### src/rtl/afpm_pkg.sv
// Shared constants for the approximate FP16 Mitchell multiplier.
// Holds binary16 field widths, the exponent bias, special-value encodings
// and the byte-serial frame phase codes.
package afpm_pkg;

    localparam int unsigned EXP_W  = 5;
    localparam int unsigned FRAC_W = 10;
    localparam int unsigned BIAS   = 15;
    localparam int unsigned DATA_W = 16;
    localparam int unsigned BYTE_W = 8;
    localparam int unsigned CYC_W  = 3;

    localparam logic [DATA_W-1:0] QNAN    = 16'h7E00;
    localparam logic [14:0]       INF_MAG = 15'h7C00;
    localparam logic [14:0]       MAX_MAG = 15'h7BFF;

    // Frame phase = cyc[2:1]
    localparam logic [1:0] P0 = 2'd0;
    localparam logic [1:0] P1 = 2'd1;
    localparam logic [1:0] P2 = 2'd2;
    localparam logic [1:0] P3 = 2'd3;

endpackage

### src/rtl/logarithmic_afpm_if.sv
// Pin bundle of the multiplier tile.
//   ena     : frame advance enable
//   ui_in   : operand A byte
//   uio_in  : operand B byte
//   uo_out  : result byte
//   uio_out : bidirectional output data (constant 0)
//   uio_oe  : bidirectional output enables (constant 0)
// master = pin driver (harness), slave = multiplier.
interface logarithmic_afpm_if;
    import afpm_pkg::*;

    logic              ena;
    logic [BYTE_W-1:0] ui_in;
    logic [BYTE_W-1:0] uio_in;
    logic [BYTE_W-1:0] uo_out;
    logic [BYTE_W-1:0] uio_out;
    logic [BYTE_W-1:0] uio_oe;

    modport master (output ena, ui_in, uio_in, input uo_out, uio_out, uio_oe);
    modport slave  (input ena, ui_in, uio_in, output uo_out, uio_out, uio_oe);

endinterface

### src/rtl/afpm_mitchell_core.sv
// Combinational Mitchell-approximate binary16 multiply.
//   a_i, b_i : binary16 operands
//   p_o      : approximate binary16 product
// Build option: AFPM_SPECIALS_EN enables NaN/infinity handling and
// overflow-to-infinity; without it exponent 31 is finite and overflow
// saturates to the largest finite magnitude.
module afpm_mitchell_core
    import afpm_pkg::*;
(
    input  logic [DATA_W-1:0] a_i,
    input  logic [DATA_W-1:0] b_i,
    output logic [DATA_W-1:0] p_o
);

    localparam logic [16:0] BIAS_PAT = 17'(BIAS) << FRAC_W;

    logic             sgn;
    logic [EXP_W-1:0] ea;
    logic [EXP_W-1:0] eb;
    logic             a_zero;
    logic             b_zero;
    logic [16:0]      s;
    logic             uflow;
    logic             oflow;

    assign sgn    = a_i[15] ^ b_i[15];
    assign ea     = a_i[14:10];
    assign eb     = b_i[14:10];
    assign a_zero = (ea == '0);
    assign b_zero = (eb == '0);

    // Adding the exponent|fraction bit patterns adds the log2 approximations;
    // a fraction carry naturally ripples into the exponent.
    assign s     = {2'b00, a_i[14:0]} + {2'b00, b_i[14:0]} - BIAS_PAT;
    assign uflow = s[16] | (s[15:10] == 6'd0);
    assign oflow = ~s[16] & (s[15:10] >= 6'd31);

`ifdef AFPM_SPECIALS_EN
    logic a_nan;
    logic b_nan;
    logic a_inf;
    logic b_inf;

    assign a_nan = (ea == '1) && (a_i[9:0] != '0);
    assign b_nan = (eb == '1) && (b_i[9:0] != '0);
    assign a_inf = (ea == '1) && (a_i[9:0] == '0);
    assign b_inf = (eb == '1) && (b_i[9:0] == '0);

    // Priority: NaN, infinity, zero operand, then range checks on the sum
    always_comb begin
        p_o = {sgn, s[14:0]};
        if (a_nan || b_nan || (a_inf && b_zero) || (b_inf && a_zero)) begin
            p_o = QNAN;
        end else if (a_inf || b_inf) begin
            p_o = {sgn, INF_MAG};
        end else if (a_zero || b_zero || uflow) begin
            p_o = {sgn, 15'h0000};
        end else if (oflow) begin
            p_o = {sgn, INF_MAG};
        end
    end
`else
    // Zero operands and underflow flush; overflow saturates
    always_comb begin
        p_o = {sgn, s[14:0]};
        if (a_zero || b_zero || uflow) begin
            p_o = {sgn, 15'h0000};
        end else if (oflow) begin
            p_o = {sgn, MAX_MAG};
        end
    end
`endif

endmodule

### src/rtl/logarithmic_afpm.sv
// Byte-serial approximate FP16 multiplier tile (8-cycle frame).
//   clk, rst : clock, synchronous active-high reset
//   bus      : slave side of logarithmic_afpm_if
//              (ena, ui_in, uio_in in; uo_out, uio_out, uio_oe out)
// Frame: cyc 0-1 low bytes, 2-3 high bytes, 4-5 result high byte,
// 6-7 and the next frame's 0-3 result low byte.
// Build option: AFPM_SPECIALS_EN (see afpm_mitchell_core).
module logarithmic_afpm
    import afpm_pkg::*;
(
    input  logic               clk,
    input  logic               rst,
    logarithmic_afpm_if.slave  bus
);

    logic [CYC_W-1:0]  cyc_q, cyc_d;
    logic [BYTE_W-1:0] a_lo_q, a_lo_d;
    logic [BYTE_W-1:0] b_lo_q, b_lo_d;
    logic [DATA_W-1:0] r_q, r_d;
    logic [DATA_W-1:0] prod;

    afpm_mitchell_core u_core (
        .a_i ({bus.ui_in,  a_lo_q}),
        .b_i ({bus.uio_in, b_lo_q}),
        .p_o (prod)
    );

    // Next state: capture low bytes at end of cyc 1, product at end of cyc 3
    always_comb begin
        cyc_d  = cyc_q;
        a_lo_d = a_lo_q;
        b_lo_d = b_lo_q;
        r_d    = r_q;
        if (bus.ena) begin
            cyc_d = cyc_q + 3'd1;
            if (cyc_q == 3'd1) begin
                a_lo_d = bus.ui_in;
                b_lo_d = bus.uio_in;
            end
            if (cyc_q == 3'd3) begin
                r_d = prod;
            end
        end
    end

    always_ff @(posedge clk) begin
        if (rst) begin
            cyc_q  <= '0;
            a_lo_q <= '0;
            b_lo_q <= '0;
            r_q    <= '0;
        end else begin
            cyc_q  <= cyc_d;
            a_lo_q <= a_lo_d;
            b_lo_q <= b_lo_d;
            r_q    <= r_d;
        end
    end

    // High byte only in P2; every other phase shows the low byte
    assign bus.uo_out  = (cyc_q[2:1] == P2) ? r_q[15:8] : r_q[7:0];
    assign bus.uio_out = '0;
    assign bus.uio_oe  = '0;

endmodule

### src/flat_wrapper.sv
// flat-port wrapper written by rule: the top's interface ports become plain ports
module logarithmic_afpm_flat import afpm_pkg::*;
  (clk, rst, bus_ena, bus_ui_in, bus_uio_in, bus_uo_out, bus_uio_out, bus_uio_oe);
  logarithmic_afpm_if bus_i ();
  input  logic clk;
  input  logic rst;
  input wire logic [$bits(bus_i.ena)-1:0] bus_ena;
  input wire logic [$bits(bus_i.ui_in)-1:0] bus_ui_in;
  input wire logic [$bits(bus_i.uio_in)-1:0] bus_uio_in;
  output wire logic [$bits(bus_i.uo_out)-1:0] bus_uo_out;
  output wire logic [$bits(bus_i.uio_out)-1:0] bus_uio_out;
  output wire logic [$bits(bus_i.uio_oe)-1:0] bus_uio_oe;
  assign bus_i.ena = bus_ena;
  assign bus_i.ui_in = bus_ui_in;
  assign bus_i.uio_in = bus_uio_in;
  assign bus_uo_out = bus_i.uo_out;
  assign bus_uio_out = bus_i.uio_out;
  assign bus_uio_oe = bus_i.uio_oe;
  logarithmic_afpm u_core (.clk(clk), .rst(rst), .bus(bus_i));
endmodule
### config.mk
export PLATFORM = sky130hd
export DESIGN_NAME = logarithmic_afpm_flat
export DESIGN_NICKNAME = d
export VERILOG_FILES = /design/src/rtl/afpm_pkg.sv /design/src/rtl/logarithmic_afpm_if.sv /design/src/rtl/afpm_mitchell_core.sv /design/src/rtl/logarithmic_afpm.sv /design/src/flat_wrapper.sv
export SDC_FILE = /design/constraint.sdc
export NUM_CORES = 1
export LEC_CHECK = 0
export ABC_CLOCK_PERIOD_IN_PS = 9200
export CAP_MARGIN = 40
export CORE_AREA = 2 2 100 102
export DETAILED_ROUTE_END_ITERATION = 8
export DIE_AREA = 0 0 102 104
export SYNTH_ARGS = -nofsm -noshare
export SYNTH_HDL_FRONTEND = slang
export SYNTH_SLANG_ARGS = --single-unit
### constraint.sdc
create_clock -name clk -period 9.2 [get_ports clk]
set_input_delay 1.84 -clock clk [delete_from_list [all_inputs] [get_ports clk]]
set_output_delay 1.84 -clock clk [all_outputs]
set_load 0.05 [all_outputs]
# Yosys cells after proc, flatten, opt, wreduce, memory -nomap -nowiden

Index checks and enable logic that the tools add are counted.

Bitwise gates (word level): 4
Add/sub/neg operators: 3
Shift-type cells: 0
Multipliers: 0
Magnitude comparators: 1
Div/mod/pow operators: 0
Eq/ne operators: 3
Mux-type cells: 3
Reductions and logical operators: 7

Operators with widths:

| kind                                                                   | count |
|---|---|
| 15-bit 2-to-1 mux                                                      | 2 |
| 16-bit by 14-bit subtractor with 17-bit output (second input constant) | 1 |
| 15-bit by 15-bit adder with 16-bit output                              | 1 |
| 5-bit zero test                                                        | 2 |
| 8-bit 2-to-1 mux                                                       | 1 |
| 6-bit by 5-bit >= comparator with 1-bit output (second input constant) | 1 |
| 6-bit zero test                                                        | 1 |
| 2-bit AND reduction                                                    | 2 |
| 3-bit by 1-bit adder with 3-bit output (second input constant)         | 1 |
| 3-bit by 1-bit equality test with 1-bit output (second input constant) | 1 |
| 3-bit by 2-bit equality test with 1-bit output (second input constant) | 1 |
| 2-bit equality test (second input constant)                            | 1 |
| 1-bit logical OR                                                       | 2 |
| 1-bit AND                                                              | 1 |
| 1-bit NOT                                                              | 1 |
| 1-bit bitwise OR                                                       | 1 |
| 1-bit XOR                                                              | 1 |

Memories kept: 0
Word-level logic and storage cells: 25
Bits in writable memories: 0
Register bits after elaboration: 35
Input bits: 19
ROM bits: 0
Bits in latches: 0
Output and inout bits: 24

# Depth between registers and ports, before layout

Gate-level depths: netlist of the first run.

Depth in word-level cells: 6
Mapped depth: 13

# By module

Synthesis of the first run repeated with hierarchy kept, for this count alone.

Cells, all modules: 353
Area total of the unflattened synthesis: 3089.2 µm²

Modules (own cells, without submodules):

| module             | area each (µm²) | cells an instance | sequential area each (µm²) | times used |
|---|---|---|---|---|
| logarithmic_afpm   | 1771.7          | 184               | 700.7                      | 1 |
| afpm_mitchell_core | 1317.5          | 169               | 0.0                        | 1 |

# Least setup slack after synthesis of the first run

OpenSTA, ideal clock, no wires.

Kind: input to register
From: input port bus_uio_in[3]
To: register u_core.r_q[0]
Required time: 9068 ps
Library setup time: 132 ps
Stages: 9
Buffers on the path: 1
Data arrival time: 4217 ps
Slack: 4851 ps
Cell sequence: ha_1 > ha_1 > clkbuf_1 > a21o_1 > a31o_2 > or3_1 > a211o_1 > o311ai_4 > o21ai_1

Cells in the longest elaborated chain, start to end: 6
Elaborated cells on any way between the ends: 12
Classes of those cells: add/sub: 2; order compare: 1; mux: 2; bitwise: 3; reduce/logical: 4

Ends and longest elaborated chain:

| item                                                                         | line                                               | text |
|---|---|---|
| start: declaration                                                           | flat_wrapper.sv:9                                  | `input wire logic [$bits(bus_i.uio_in)-1:0] bus_uio_in;` |
| 15-bit by 15-bit adder with 16-bit output                                    | afpm_mitchell_core.sv:34                           | `assign s = {2'b00, a_i[14:0]} + {2'b00, b_i[14:0]} - BIAS_PAT;` |
| 16-bit by 14-bit subtractor with 17-bit output                               | afpm_mitchell_core.sv:34                           |  |
| 6-bit by 5-bit >= comparator with 1-bit output, or another cell as far along | afpm_mitchell_core.sv:36                           | `assign oflow = ~s[16] & (s[15:10] >= 6'd31);` |
| 1-bit AND or 1-bit bitwise OR (tied branches)                                | afpm_mitchell_core.sv:36, afpm_mitchell_core.sv:35 |  |
| 15-bit 2-to-1 mux or 1-bit logical OR (tied branches)                        | afpm_mitchell_core.sv:68, afpm_mitchell_core.sv:66 |  |
| 15-bit 2-to-1 mux (*)                                                        | afpm_mitchell_core.sv:66                           | `if (a_zero \|\| b_zero \|\| uflow) begin` |
| end signal: assignment                                                       | logarithmic_afpm.sv:56                             | `r_q <= r_d;` |
| end: declaration                                                             | logarithmic_afpm.sv:19                             | `logic [DATA_W-1:0] r_q, r_d;` |

Mark *: on every way between the ends. The rest lies on a longest branch, timed or not.
A chain may end at the register's enable or synchronous reset.

# Final worst setup path of the first run

From: input port bus_ui_in[2]
To: register u_core.r_q[2]

Cells in the longest elaborated chain, start to end: 6
Elaborated cells on any way between the ends: 12
Classes of those cells: add/sub: 2; order compare: 1; mux: 2; bitwise: 3; reduce/logical: 4

Ends and longest elaborated chain:

| item                                                                         | line                                               | text |
|---|---|---|
| start: declaration                                                           | flat_wrapper.sv:8                                  | `input wire logic [$bits(bus_i.ui_in)-1:0] bus_ui_in;` |
| 15-bit by 15-bit adder with 16-bit output                                    | afpm_mitchell_core.sv:34                           |  |
| 16-bit by 14-bit subtractor with 17-bit output                               | afpm_mitchell_core.sv:34                           |  |
| 6-bit by 5-bit >= comparator with 1-bit output, or another cell as far along | afpm_mitchell_core.sv:36                           |  |
| 1-bit AND or 1-bit bitwise OR (tied branches)                                | afpm_mitchell_core.sv:36, afpm_mitchell_core.sv:35 |  |
| 15-bit 2-to-1 mux or 1-bit logical OR (tied branches)                        | afpm_mitchell_core.sv:68, afpm_mitchell_core.sv:66 |  |
| 15-bit 2-to-1 mux (*)                                                        | afpm_mitchell_core.sv:66                           |  |

Marked as above.

==> flow_metrics.env, run 1 <==
export IMPL_status="completed"
export IMPL_cts_buffers_inserted=5
export IMPL_overflow=0
export IMPL_gp_congestion=0.893
export IMPL_nNetsFinal=416
export IMPL_synth_compound_area_frac=0.207
export IMPL_finalSetupTns_ns=0
export IMPL_dieHeight_um=104
export IMPL_muxShareOfSynthArea=0
export IMPL_synthArstFlopShare=0
export IMPL_worstPathMaxFanout=10
export IMPL_synth_top_family_by_area="simple AND/OR/NAND/NOR gates"
export IMPL_post_cts_buffers=0
export IMPL_synthSimpleGateAreaFrac=0.214
export IMPL_cap_violations=0
export IMPL_yosysWarnings=0
export IMPL_grt_pass1_wl_um=9890
export IMPL_min_period_over_period=0.509
export IMPL_grt_pass1_vias=2097
export IMPL_setup_viol=0
export IMPL_cts_resized_gates=0
export IMPL_fillers=1032
export IMPL_std_cell_rows=36
export IMPL_stdcell_count=498
export IMPL_multi_input_area_mm2=0.00171
export IMPL_cts_tree="built"
export IMPL_synth_top_area_cell="dfxtp_1"
export IMPL_diodes=0
export IMPL_yosysSeqAreaShare=0.271
export IMPL_insertion_delay_ns=0.30
export IMPL_drv_slew=0
export IMPL_final_util=0.312
export IMPL_cts_max_path_buffers=2
export IMPL_tightest_slew_ns=0.843
export IMPL_initial_utilization=0.271
export IMPL_yosys_top_cells_area="dfxtp_1 (27%), ha_1 (15%), nand2_1 (11%)"
export IMPL_finalClockSkew_ns=0.00488
export IMPL_place_hpwl_um=4880
export IMPL_synth_edff_count=0
export IMPL_core_area_mm2=0.00955
export IMPL_yosys_most_used_dff="dfxtp_1"
export IMPL_ys_seq_elements=35
export IMPL_hold_buffers=0
export IMPL_via_per_inst=4.56
export IMPL_finalHoldViolCount=0
export IMPL_synth_area_mm2=0.00258
export IMPL_hp_class="reg2reg"
export IMPL_io_pins=43
export IMPL_drive_above_1_share=0.0356
export IMPL_slew_headroom=0.438
export IMPL_syn_to_final_growth_pct=15.4
export IMPL_hold_slack_ns=0.448
export IMPL_crit_path_start_kind="input port"
export IMPL_stdcell_area_mm2=0.00298
export IMPL_peakVddDrop_mv=0.0687
export IMPL_netlist_instances=344
export IMPL_ant_nets=0
export IMPL_post_dp_cell_area_mm2=0.00290
export IMPL_dp_cells=490
export IMPL_grt_start_max_net_pins=26
export IMPL_synth_top_area_frac=0.271
export IMPL_avgSynthCellArea_um2=7.51
export IMPL_numClockSinks=35
export IMPL_drt_first_pass_iters=5
export IMPL_wire_per_inst_um=12.1
export IMPL_die_area_mm2=0.0106
export IMPL_synth_xor_area_frac=0.0542
export IMPL_cp_end_kind="register"
export IMPL_p_leak_nw=1.28
export IMPL_io_buffers=26
export IMPL_path_clk_slew_ns=0.07
export IMPL_finalCriticalPeriod_ns=4.68
export IMPL_cts_root_buf="clkbuf_8"
export IMPL_worstSetupPathType="in2reg"
export IMPL_cp_data_arrival_time_ns=4.85
export IMPL_timing_fmax_mhz=214
export IMPL_grt_setup_unrepaired="no"
export IMPL_antenna_found_initial=0
export IMPL_drc=0
export IMPL_die_x_um=102
export IMPL_wl_um=6030
export IMPL_cp_required_ns=9.37
export IMPL_seq_area_um2=701
export IMPL_synthAdderAreaFrac=0.163
export IMPL_initialDrtViolationCount=77
export IMPL_power_density_mw_per_mm2=131
export IMPL_htree_levels=2
export IMPL_grtUsageTotal=0.117
export IMPL_vias=2272
export IMPL_yosys_cell_types_count=42
[final timing paths]
path                          from       endpoint  slack (ns)  depth (start not counted)
setup / recovery      bus_ui_in[2]  u_core.r_q[2]        4.52                         13
hold / removal       u_core.r_q[1]  u_core.r_q[1]        0.45                          2
setup reg to reg  u_core.a_lo_q[1]  u_core.r_q[2]        5.97                         12
hold reg to reg      u_core.r_q[1]  u_core.r_q[1]        0.45                          2
[layout by cell type (no fill, tap or decap), drive strengths merged, types with 3 or more instances in the layout]
| cell type | synthesis | layout |
|---|---|---|
| a211oi | 4 | 4 |
| a21o | 8 | 8 |
| a21oi | 34 | 34 |
| a31oi | 5 | 5 |
| and3 | 3 | 3 |
| clkbuf | 12 | 6 |
| clkdlybuf4s50 | 0 | 26 |
| conb | 1 | 16 |
| dfxtp | 35 | 35 |
| ha | 32 | 32 |
| inv | 15 | 15 |
| nand2 | 79 | 79 |
| nand2b | 6 | 6 |
| nand3 | 4 | 4 |
| nor2 | 23 | 23 |
| nor3 | 3 | 3 |
| nor4 | 3 | 3 |
| o21ai | 21 | 21 |
| xnor2 | 13 | 13 |
| xor2 | 3 | 3 |
[cells by family after synthesis]
group / after synthesis
flip-flops: 35
XOR/XNOR: 16
other: 1
adder cells (fa/ha/maj): 33
AO/OA/AOI/OAI: 85
AND/OR/NAND/NOR: 130
buffers and inverters: 44
[area by class of cell]
type,instances,share of cell area
Sequential cell,35,0.235
Multi-Input combinational cell,280,0.572
Tap cell,133,0.0558
Timing Repair Buffer,27,0.0898
Clock inverter,2,0.00419
Inverter,15,0.0189
Clock buffer,6,0.0243
[critical path, cell delays in order]
cell             delay [ns]
clkdlybuf4s50_1        0.49
inv_1                  0.08
ha_1                   0.28
inv_1                  0.05
ha_1                   0.41
o211ai_1               0.13
nor2_1                 0.26
o21ai_0                0.21
nand2b_1               0.12
a31oi_1                0.11
a211o_1                0.28
o311ai_4               0.46
o21ai_1                0.13
[metal layers]
metal	vias to the layer above	global-route usage	share of wire
met3	7	0.0343	0.052
met1	1030	0.164	0.50
met4	0	0.0286	0.011
met2	57	0.177	0.44
met5	-	0	0
li1	1178	-	-
[sequential cells by signal, indices dropped and copies added (netlist names)]
| name | count |
|---|---|
| u_core.b_lo_q | 8 |
| u_core.cyc_q | 3 |
| u_core.a_lo_q | 8 |
| u_core.r_q | 16 |
[cells in the mapped netlist, drive strengths merged (2+ instances only)]
cell type / instances
inv: 15
xnor2: 13
a21oi: 34
nand3: 4
o21ai: 21
nor4: 3
a31oi: 5
nand2b: 6
a31o: 2
a21o: 8
nor2b: 2
dfxtp: 35
and3: 3
nand4: 2
xor2: 3
nor2: 23
ha: 32
clkbuf: 12
or3: 2
a211oi: 4
o211ai: 2
nand2: 79
buf: 17
nor3: 3
[report_power, final]
part	leakage [nW]	internal (W)	switching [W]
logic	0.953	0.0000438	0.0000775
registers	0.283	0.000156	0.00000304
clock network	0.0412	0.0000529	0.0000583
total	1.28	0.000253	0.000139
[metrics by stage]
stage / setup WS [ns] / total power [W]
floorplan: 4.85 / 0.000259
global placement: 4.26 / 0.000282
detailed placement: 4.22 / 0.000283
CTS: 4.52 / 0.000394
global route: 4.34 / 0.000417
finish: 4.52 / 0.000392
Note: power is estimated with default switching activity, not from simulation.
==> inputs of run 2 (changes only) <==
--- a/config.mk
+++ b/config.mk
@@ -5,7 +5,7 @@
 export SDC_FILE = /design/constraint.sdc
 export NUM_CORES = 1
 export LEC_CHECK = 0
-export ABC_CLOCK_PERIOD_IN_PS = 9200
+export ABC_CLOCK_PERIOD_IN_PS = 4000
 export CAP_MARGIN = 40
 export CORE_AREA = 2 2 100 102
 export DETAILED_ROUTE_END_ITERATION = 8
==> constraint.sdc (replaced) <==
create_clock -name clk -period 4 [get_ports clk]
set_input_delay 0.8 -clock clk [delete_from_list [all_inputs] [get_ports clk]]
set_output_delay 0.8 -clock clk [all_outputs]
set_load 0.05 [all_outputs]
==> flow_metrics.env, run 2 (synthesis gave the netlist of run 1 again) <==
export IMPL_hold_buffers=0
export IMPL_drv_slew=0
export IMPL_nNetsFinal=422
export IMPL_cts_tree="built"
export IMPL_post_cts_buffers=0
export IMPL_die_area_mm2=0.0106
export IMPL_io_buffers=26
export IMPL_timing_critical_path_buf_inv=1
export IMPL_std_cell_rows=36
export IMPL_drc=0
export IMPL_slew_headroom=0.446
export IMPL_switching_share=0.353
export IMPL_cp_required_ns=4.16
export IMPL_drt_first_pass_iters=4
export IMPL_seqPwrFrac=0.401
export IMPL_finalHoldViolCount=0
export IMPL_dieHeight_um=104
export IMPL_grt_pass1_wl_um=10200
export IMPL_cp_end_kind="register"
export IMPL_path_delay_family="compound AO/OA/AOI/OAI gates"
export IMPL_via_per_inst=4.52
export IMPL_worstPathMaxFanout=10
export IMPL_gp_congestion=0.877
export IMPL_largest_register="u_core.r_q"
export IMPL_worstSetupPathType="in2reg"
export IMPL_finalSetupTns_ns=0
export IMPL_grt_pass1_vias=2221
export IMPL_cts_max_path_buffers=2
export IMPL_cp_cell_sequence="clkdlybuf4s50_1 > ha_1 > ha_1 > a21oi_1 > nand2_1 > o21a_1 > nor4_1 > a31oi_1 > a211o_1 > o311ai_4 > o21ai_1"
export IMPL_antenna_found_initial=0
export IMPL_diodes=0
export IMPL_place_ws_ns=0.108
export IMPL_die_x_um=102
export IMPL_cts_resized_gates=0
export IMPL_min_period_over_period=0.901
export IMPL_core_area_mm2=0.00955
export IMPL_timing_fmax_mhz=277
export IMPL_cts_buffers_inserted=5
export IMPL_fin_ws_ns=0.396
export IMPL_layout_commonest_cell="nand2_1"
export IMPL_fillers=1045
export IMPL_tightest_slew_ns=0.831
export IMPL_grt_start_max_net_pins=25
export IMPL_insertion_delay_ns=0.29
export IMPL_io_pins=43
export IMPL_combPwrFrac=0.320
export IMPL_power_internal_w=0.000592
export IMPL_cap_violations=0
export IMPL_total_power_w=0.000915
export IMPL_htree_levels=2
export IMPL_place_hpwl_um=4890
export IMPL_cp_data_arrival_time_ns=3.77
export IMPL_reg_top3="u_core.r_q (16), u_core.a_lo_q (8), u_core.b_lo_q (8)"
export IMPL_ant_nets=0
export IMPL_syn_to_final_growth_pct=17.2
export IMPL_numClockSinks=35
export IMPL_overflow=0
export IMPL_crit_path_start_kind="input port"
export IMPL_grtUsageTotal=0.119
export IMPL_vias=2279
export IMPL_finalClockSkew_ns=0.00720
export IMPL_peakVddDrop_mv=0.150
export IMPL_setup_viol=0
export IMPL_crit_top_cell="ha_1"
export IMPL_final_cell_mix="nand2_1 (79), dfxtp_1 (35), a21oi_1 (33)"
export IMPL_cts_root_buf="clkbuf_8"
export IMPL_initial_utilization=0.271
export IMPL_status="completed"
export IMPL_finalCriticalPeriod_ns=3.60
export IMPL_path_clk_slew_ns=0.07
export IMPL_wire_per_inst_um=12.0
export IMPL_power_density_mw_per_mm2=302
export IMPL_initialDrtViolationCount=89
export IMPL_clockPowerShare=0.279
export IMPL_drive_above_1_share=0.0512
export IMPL_p_leak_nw=1.31
export IMPL_critPathSlowestCell="o311ai_4"
export IMPL_wl_um=6070
export IMPL_largest_reg_flops=16
export IMPL_power_switching_w=0.000323
export IMPL_grt_setup_unrepaired="no"
export IMPL_max_stage_delay_ns=0.46
export IMPL_hp_class="reg2reg"
-- run 2: changes by cell type in the layout (fill, tap and decap cells not counted) --
cell	before	now
buf_4	1	7
-- run 2: worst min-delay path, cell delays in order, from the launching register on --
cell and delay (ns):
dfxtp_1 0.31, nand2_1 0.05, o21ai_1 0.05
-- run 2: power by group through the flow --
stage / logic, W / clock network, W / registers, W
finish: 0.000293 / 0.000255 / 0.000367
global route: 0.000325 / 0.000278 / 0.000368
CTS: 0.000291 / 0.000265 / 0.000366
detailed placement: 0.000288 / 0 / 0.000374
global placement: 0.000287 / 0 / 0.000374
floorplan: 0.000222 / 0 / 0.000373
-- run 2: final cells by class --
type / instances / area (um2) / share of cell area
clock buffers: 6 / 72.6 / 0.0240
clock inverters: 2 / 12.5 / 0.00413
inverters: 15 / 56.3 / 0.0186
multi-input cells: 280 / 1710 / 0.564
flip-flops and latches: 35 / 701 / 0.231
well taps: 133 / 166 / 0.0550
repair buffers: 33 / 313 / 0.103
-- run 2: worst paths after layout --
check / start / to / slack [ns] / cells after the start
max: bus_uio_in[0] / u_core.r_q[4] / 0.40 / 11
min: u_core.r_q[2] / u_core.r_q[2] / 0.45 / 2
max reg2reg: u_core.b_lo_q[1] / u_core.r_q[4] / 0.83 / 12
min reg2reg: u_core.r_q[2] / u_core.r_q[2] / 0.45 / 2
-- run 2: per-stage QoR --
stage                     instances  cell area (um2)  hold slack (ns)  utilization
final                           504             3030            0.449        0.317
after global routing            504             3030            0.470        0.317
after CTS                       504             3030            0.452        0.317
after detailed placement        496             2940            0.441        0.308
after global placement          496             2940            0.439        0.308
after floorplan                 359             2640            0.425            -
-- run 2: per-layer routing --
metal,vias to the layer above,global-route usage,wire [um],share of wire
met5,-,0,0,0
met4,0,0.0305,82,0.014
met3,10,0.0222,242,0.040
met2,49,0.186,2650,0.44
met1,1025,0.167,3100,0.51
li1,1195,-,-,-
==> patch 1, RTL diff (config.mk and constraints of run 2) <==
Take the reset off `r_q` and load it in a clocked block of its own.
--- a/src/rtl/logarithmic_afpm.sv
+++ b/src/rtl/logarithmic_afpm.sv
@@ -49,11 +49,13 @@
             a_lo_q <= '0;
             b_lo_q <= '0;
-            r_q    <= '0;
         end else begin
             cyc_q  <= cyc_d;
             a_lo_q <= a_lo_d;
             b_lo_q <= b_lo_d;
-            r_q    <= r_d;
         end
+    end
+
+    always_ff @(posedge clk) begin
+        r_q <= r_d;
     end
 
Function: differs if rst is asserted again (counterexample within 10 cycles, from zero or initial values and one cycle with rst high); with rst held inactive, the same outputs for 10 cycles.
==> patch 1 against run 2 <==
  * Critical path depth decreased by 2
  * Worst setup slack got worse by 0.075 ns
  * Sequential cell count unchanged
  * First-iteration DRC count decreased by 5.6%
  * Total power increased by 6.0%
  * Area after synthesis increased by 4.4%
  * Cell area increased by 3.6%
  * Synthesized cell count decreased by 14%
  * Fmax decreased by 2.0%
  * Cell count decreased by 9.1%
  * Wire length decreased by 6.5%
  * Clock power decreased by 6%
  * Largest power group unchanged
  * Highest routed layer unchanged
==> patch 1: results (changes against run 2) <==
synthesis:
  synth_edf_count: 16  # was 0
  synth_commonest_cells: "nand2_1, a21oi_1, ha_1"  # was nand2_1, dfxtp_1, a21oi_1
  synth_sequential_area_ratio: 0.319  # was 0.271
  synth_area_per_cell_um2: 9.08  # was 7.51 µm²
  synth_area_leaders: "edfxtp_1, ha_1, dfxtp_1"  # was dfxtp_1, ha_1, nand2_1
run_status:
  outcome: "completed"  # unchanged
global_routing:
  grt_pass1_vias: 2019  # was 2221
  grt_max_degree: 20  # was 25
  globalRouteTotalUtil: 0.108  # was 0.119
  grt-ovfl-total: 0  # unchanged
  grt_pass1_wl_um: 9280  # was 10200 µm
place:
  placedCellCount: 450  # was 496
  dp_hpwl_um: 4670  # was 4890 µm
  gp_congestion: 0.847  # was 0.877
critical_path:
  r2r-end: "u_core.r_q[5]$_SDFFCE_PP0P_"  # was u_core.r_q[4]$_SDFFE_PP0P_
  ff2ff_path_depth: 11  # was 12
  crit_arrival_ns: 3.83  # was 3.77 ns
  r2r_slack_ns: 0.86  # was 0.83 ns
  r2r-start: "u_core.a_lo_q[1]$_SDFFE_PP0P_"  # was u_core.b_lo_q[1]$_SDFFE_PP0P_
layout:
  n_fill_cell: 1049  # was 1045
  drive_gt1_frac: 0.102  # was 0.0512
  nNetsFinal: 376  # was 422
sta:
  worst_pin_slew_ns: 0.689  # was 0.831 ns
  fin_worst_skew_ns: 0.00828  # was 0.00720 ns
  hold_ws_ns: 0.461  # was 0.449 ns
hold_path:
  min_to: "u_core.a_lo_q[5]$_SDFFE_PP0P_"  # was u_core.r_q[2]$_SDFFE_PP0P_
  hp-start: "u_core.a_lo_q[5]$_SDFFE_PP0P_"  # was u_core.r_q[2]$_SDFFE_PP0P_
power_and_ir_drop:
  peakVddDrop_mv: 0.235  # was 0.150 mV
  switching_share: 0.333  # was 0.353
  p_leak_nw: 1.28  # was 1.31 nW
drt:
  first_pass_iters: 5  # was 4
  drt_iter0_drc: 84  # was 89
  vias_per_cell: 4.62  # was 4.52
  post_drt_wl_per_cell_um: 12.4  # was 12.0 µm
  vias: 2115  # was 2279
clock_network:
  htreeDepth: 2  # unchanged
patch 1: layout make-up:
type	instances	area share
well taps	133	0.0531
clock buffers	7	0.0243
clock inverters	1	0.00160
flip-flops and latches	35	0.275
inverters	17	0.0204
multi-input cells	233	0.529
repair buffers	32	0.0974
patch 1: cell families (layout without fill, tap and decap cells):
kind of cell | after synthesis | after routing | share of synthesized area
adder cells (fa/ha/maj) | 33 | 33 | 0.156
XOR/XNOR | 12 | 12 | 0.0390
AO/OA/AOI/OAI | 84 | 84 | 0.222
multiplexers | 9 | 9 | 0.0371
other | 1 | 16 | 0.00139
flip-flops | 35 | 35 | 0.319
buffers and inverters | 44 | 57 | 0.0868
AND/OR/NAND/NOR | 79 | 79 | 0.139
patch 1: worst max-delay path by stage:
stage / start / to / cells past startpoint
floorplan: bus_uio_in[2] / u_core.r_q[0]$_SDFFCE_PP0P_ / 12
global placement: bus_uio_in[1] / u_core.r_q[1]$_SDFFCE_PP0P_ / 10
detailed placement: bus_uio_in[1] / u_core.r_q[3]$_SDFFCE_PP0P_ / 9
CTS: bus_uio_in[1] / u_core.r_q[5]$_SDFFCE_PP0P_ / 9
global route: bus_ui_in[2] / u_core.r_q[4]$_SDFFCE_PP0P_ / 13
finish: bus_uio_in[1] / u_core.r_q[5]$_SDFFCE_PP0P_ / 9
patch 1: critical path, stage by stage:
cell	delay (ns)
clkdlybuf4s50_1	0.45
ha_1	0.32
ha_1	0.47
nand3_1	0.19
or4b_4	0.58
a21oi_2	0.18
o2111ai_2	0.16
o31ai_4	0.48
o21a_1	0.20
patch 1: metrics by stage:
stage | power, mW | setup slack, ns | instance area (µm²) | utilization
2_1_floorplan | 0.664 | 0.771 | 2750 | -
3_3_place_gp | 0.733 | 0.0829 | 3050 | 0.320
3_5_place_dp | 0.735 | 0.0379 | 3050 | 0.320
4_1_cts | 0.975 | 0.324 | 3140 | 0.328
5_1_grt | 1.03 | 0.169 | 3140 | 0.328
6_report | 0.969 | 0.321 | 3140 | 0.328
patch 1: power by group through the flow:
stage | sequential, mW | clock [mW] | combinational [mW]
5_1_grt | 0.403 | 0.260 | 0.362
4_1_cts | 0.402 | 0.244 | 0.329
3_3_place_gp | 0.409 | 0 | 0.324
6_report | 0.402 | 0.239 | 0.329
3_5_place_dp | 0.410 | 0 | 0.325
2_1_floorplan | 0.408 | 0 | 0.257
patch 1: per-layer routing:
metal | vias to the layer above | GRT usage | wire, µm
li1 | 1087 | - | -
met4 | 0 | 0.0352 | 75
met2 | 55 | 0.162 | 2490
met3 | 9 | 0.0255 | 267
met5 | - | 0 | 0
met1 | 964 | 0.153 | 2840
==> patch 2, RTL diff (config.mk and constraints of run 2) <==
Without the edit above. Add a define of `AFPM_SPECIALS_EN`.
--- a/src/rtl/afpm_mitchell_core.sv
+++ b/src/rtl/afpm_mitchell_core.sv
@@ -5,4 +5,6 @@
 // overflow-to-infinity; without it exponent 31 is finite and overflow
 // saturates to the largest finite magnitude.
+`define AFPM_SPECIALS_EN
+
 module afpm_mitchell_core
     import afpm_pkg::*;
Formal check against the unedited RTL: not equivalent (a bounded check fails within 10 cycles, from zero or initial values and one cycle with rst high).
==> patch 2 against run 2 <==
  * Combinational power decreased by 8.5%
  * Critical path depth unchanged
  * Area after synthesis rose by 1.5%
  * Worst setup slack worse by 0.10 ns
  * Cell area increased by 3.9%
  * Non-clock buffer count rose by 10
  * Sequential cell count unchanged
  * Wire length rose by 5.8%
  * Total power fell by 3.4%
  * Register-to-register slack lost 0.19 ns
  * Critical path type unchanged
  * Critical endpoint is now u_core.r_q[3]$_SDFFE_PP0P_
  * Largest cell class unchanged
==> patch 2: results (changes against run 2) <==
place:
  dp_slack_ns: 0.0174  # was 0.108 ns
  dp_hpwl_um: 5270  # was 4890 µm
  placed_cell_area_um2: 3060  # was 2940 µm²
  gp_congestion: 0.878  # was 0.877
synthesis:
  synth_commonest_cells: "nand2_1, dfxtp_1, ha_1"  # was nand2_1, dfxtp_1, a21oi_1
  synth_mux_area_frac: 0.0382  # was 0
  synth_cell_types: 50  # was 42
  synth-adder-area-share: 0.160  # was 0.163
  synth_compound_area_frac: 0.209  # was 0.207
  synth-xor-area-share: 0.0301  # was 0.0542
  synth_sequential_area_ratio: 0.267  # was 0.271
  synth_area_leaders: "dfxtp_1, ha_1, nand2_1"  # unchanged
run_status:
  outcome: "completed"  # unchanged
power_and_ir_drop:
  peakVddDrop_mv: 0.185  # was 0.150 mV
  p_leak_nw: 1.37  # was 1.31 nW
  clkPwrFrac: 0.280  # was 0.279
  pg_seq_uw: 369
  switching_share: 0.332  # was 0.353
  internal_power_uw: 590  # was 592 µW
sta:
  fin_worst_skew_ns: 0.00566  # was 0.00720 ns
  worst_pin_slew_ns: 0.660  # was 0.831 ns
layout:
  n_fill_cell: 1016  # was 1045
  syn2layout_area_growth_pct: 19.9  # was 17.2%
  drive_gt1_frac: 0.112  # was 0.0512
  nNetsFinal: 416  # was 422
  antennaDiodeCount: 0  # unchanged
drt:
  postRouteAntennaNets: 0  # unchanged
  drt_iter0_drc: 89  # unchanged
  vias_per_cell: 4.67  # was 4.52
  first_pass_iters: 4  # unchanged
  drt_wl_total_um: 6420  # was 6070 µm
clock_network:
  htreeDepth: 2  # unchanged
critical_path:
  crit_path_top_delay_cell: "or4_4"  # was o311ai_4
  cpPeakStageDelay_ns: 0.55  # was 0.46 ns
  cp_max_fo: 9  # was 10
  crit_arrival_ns: 3.89  # was 3.77 ns
global_routing:
  grt_max_degree: 26  # was 25
  globalRouteTotalUtil: 0.124  # was 0.119
  grt_pass1_vias: 2278  # was 2221
  grt_pass1_wl_um: 10700  # was 10200 µm
hold_path:
  min_path_type: "flop to flop"  # unchanged
[patch 2: cell types whose count changed after synthesis, moves of 3 or more]
cell      change
o21ai_0       -4
o21ai_1       -9
mux2_2        +8
nor2_1        +6
a22o_1        +9
o22ai_1       +4
nand3_1       +4
clkbuf_1      -3
o211ai_1      +3
a31oi_1       -4
xnor2_1       -7
nand2_1      -35
[patch 2: area by class of cell]
class | count | share of cell area
Timing Repair Buffer | 43 | 0.123
Clock buffer | 6 | 0.0231
Inverter | 15 | 0.0179
Clock inverter | 2 | 0.00398
Sequential cell | 35 | 0.223
Multi-Input combinational cell | 264 | 0.556
Tap cell | 133 | 0.0529
[patch 2: through the flow]
step                hold WS, ns  instances
finish                    0.476        498
global route              0.490        498
CTS                       0.477        498
detailed placement        0.461        490
global placement          0.460        490
floorplan                 0.437        341
[patch 2: final timing paths]
path                            startpoint  cells after the start  slack [ns]                    endpoint
min reg2reg     u_core.r_q[2]$_SDFFE_PP0P_                      1        0.48  u_core.r_q[2]$_SDFFE_PP0P_
max reg2reg  u_core.b_lo_q[1]$_SDFFE_PP0P_                     12        0.64  u_core.r_q[3]$_SDFFE_PP0P_
max                          bus_uio_in[0]                     11        0.29  u_core.r_q[3]$_SDFFE_PP0P_
min             u_core.r_q[2]$_SDFFE_PP0P_                      1        0.48  u_core.r_q[2]$_SDFFE_PP0P_
[patch 2: layer usage]
metal / part of all wire / GRT usage
met2: 0.42 / 0.183
met4: 0.018 / 0.0371
met3: 0.047 / 0.0296
met5: 0 / 0
met1: 0.52 / 0.178
[patch 2: worst max-delay path, delay by kind of cell]
family / cells / cell delay, ns
AOI/OAI and AO/OA: 5 / 0.95
and+or+nand+nor: 2 / 0.86
adders and majority gates: 2 / 0.71
buffers and inverters: 1 / 0.46
xor gates and xnor gates: 1 / 0.11
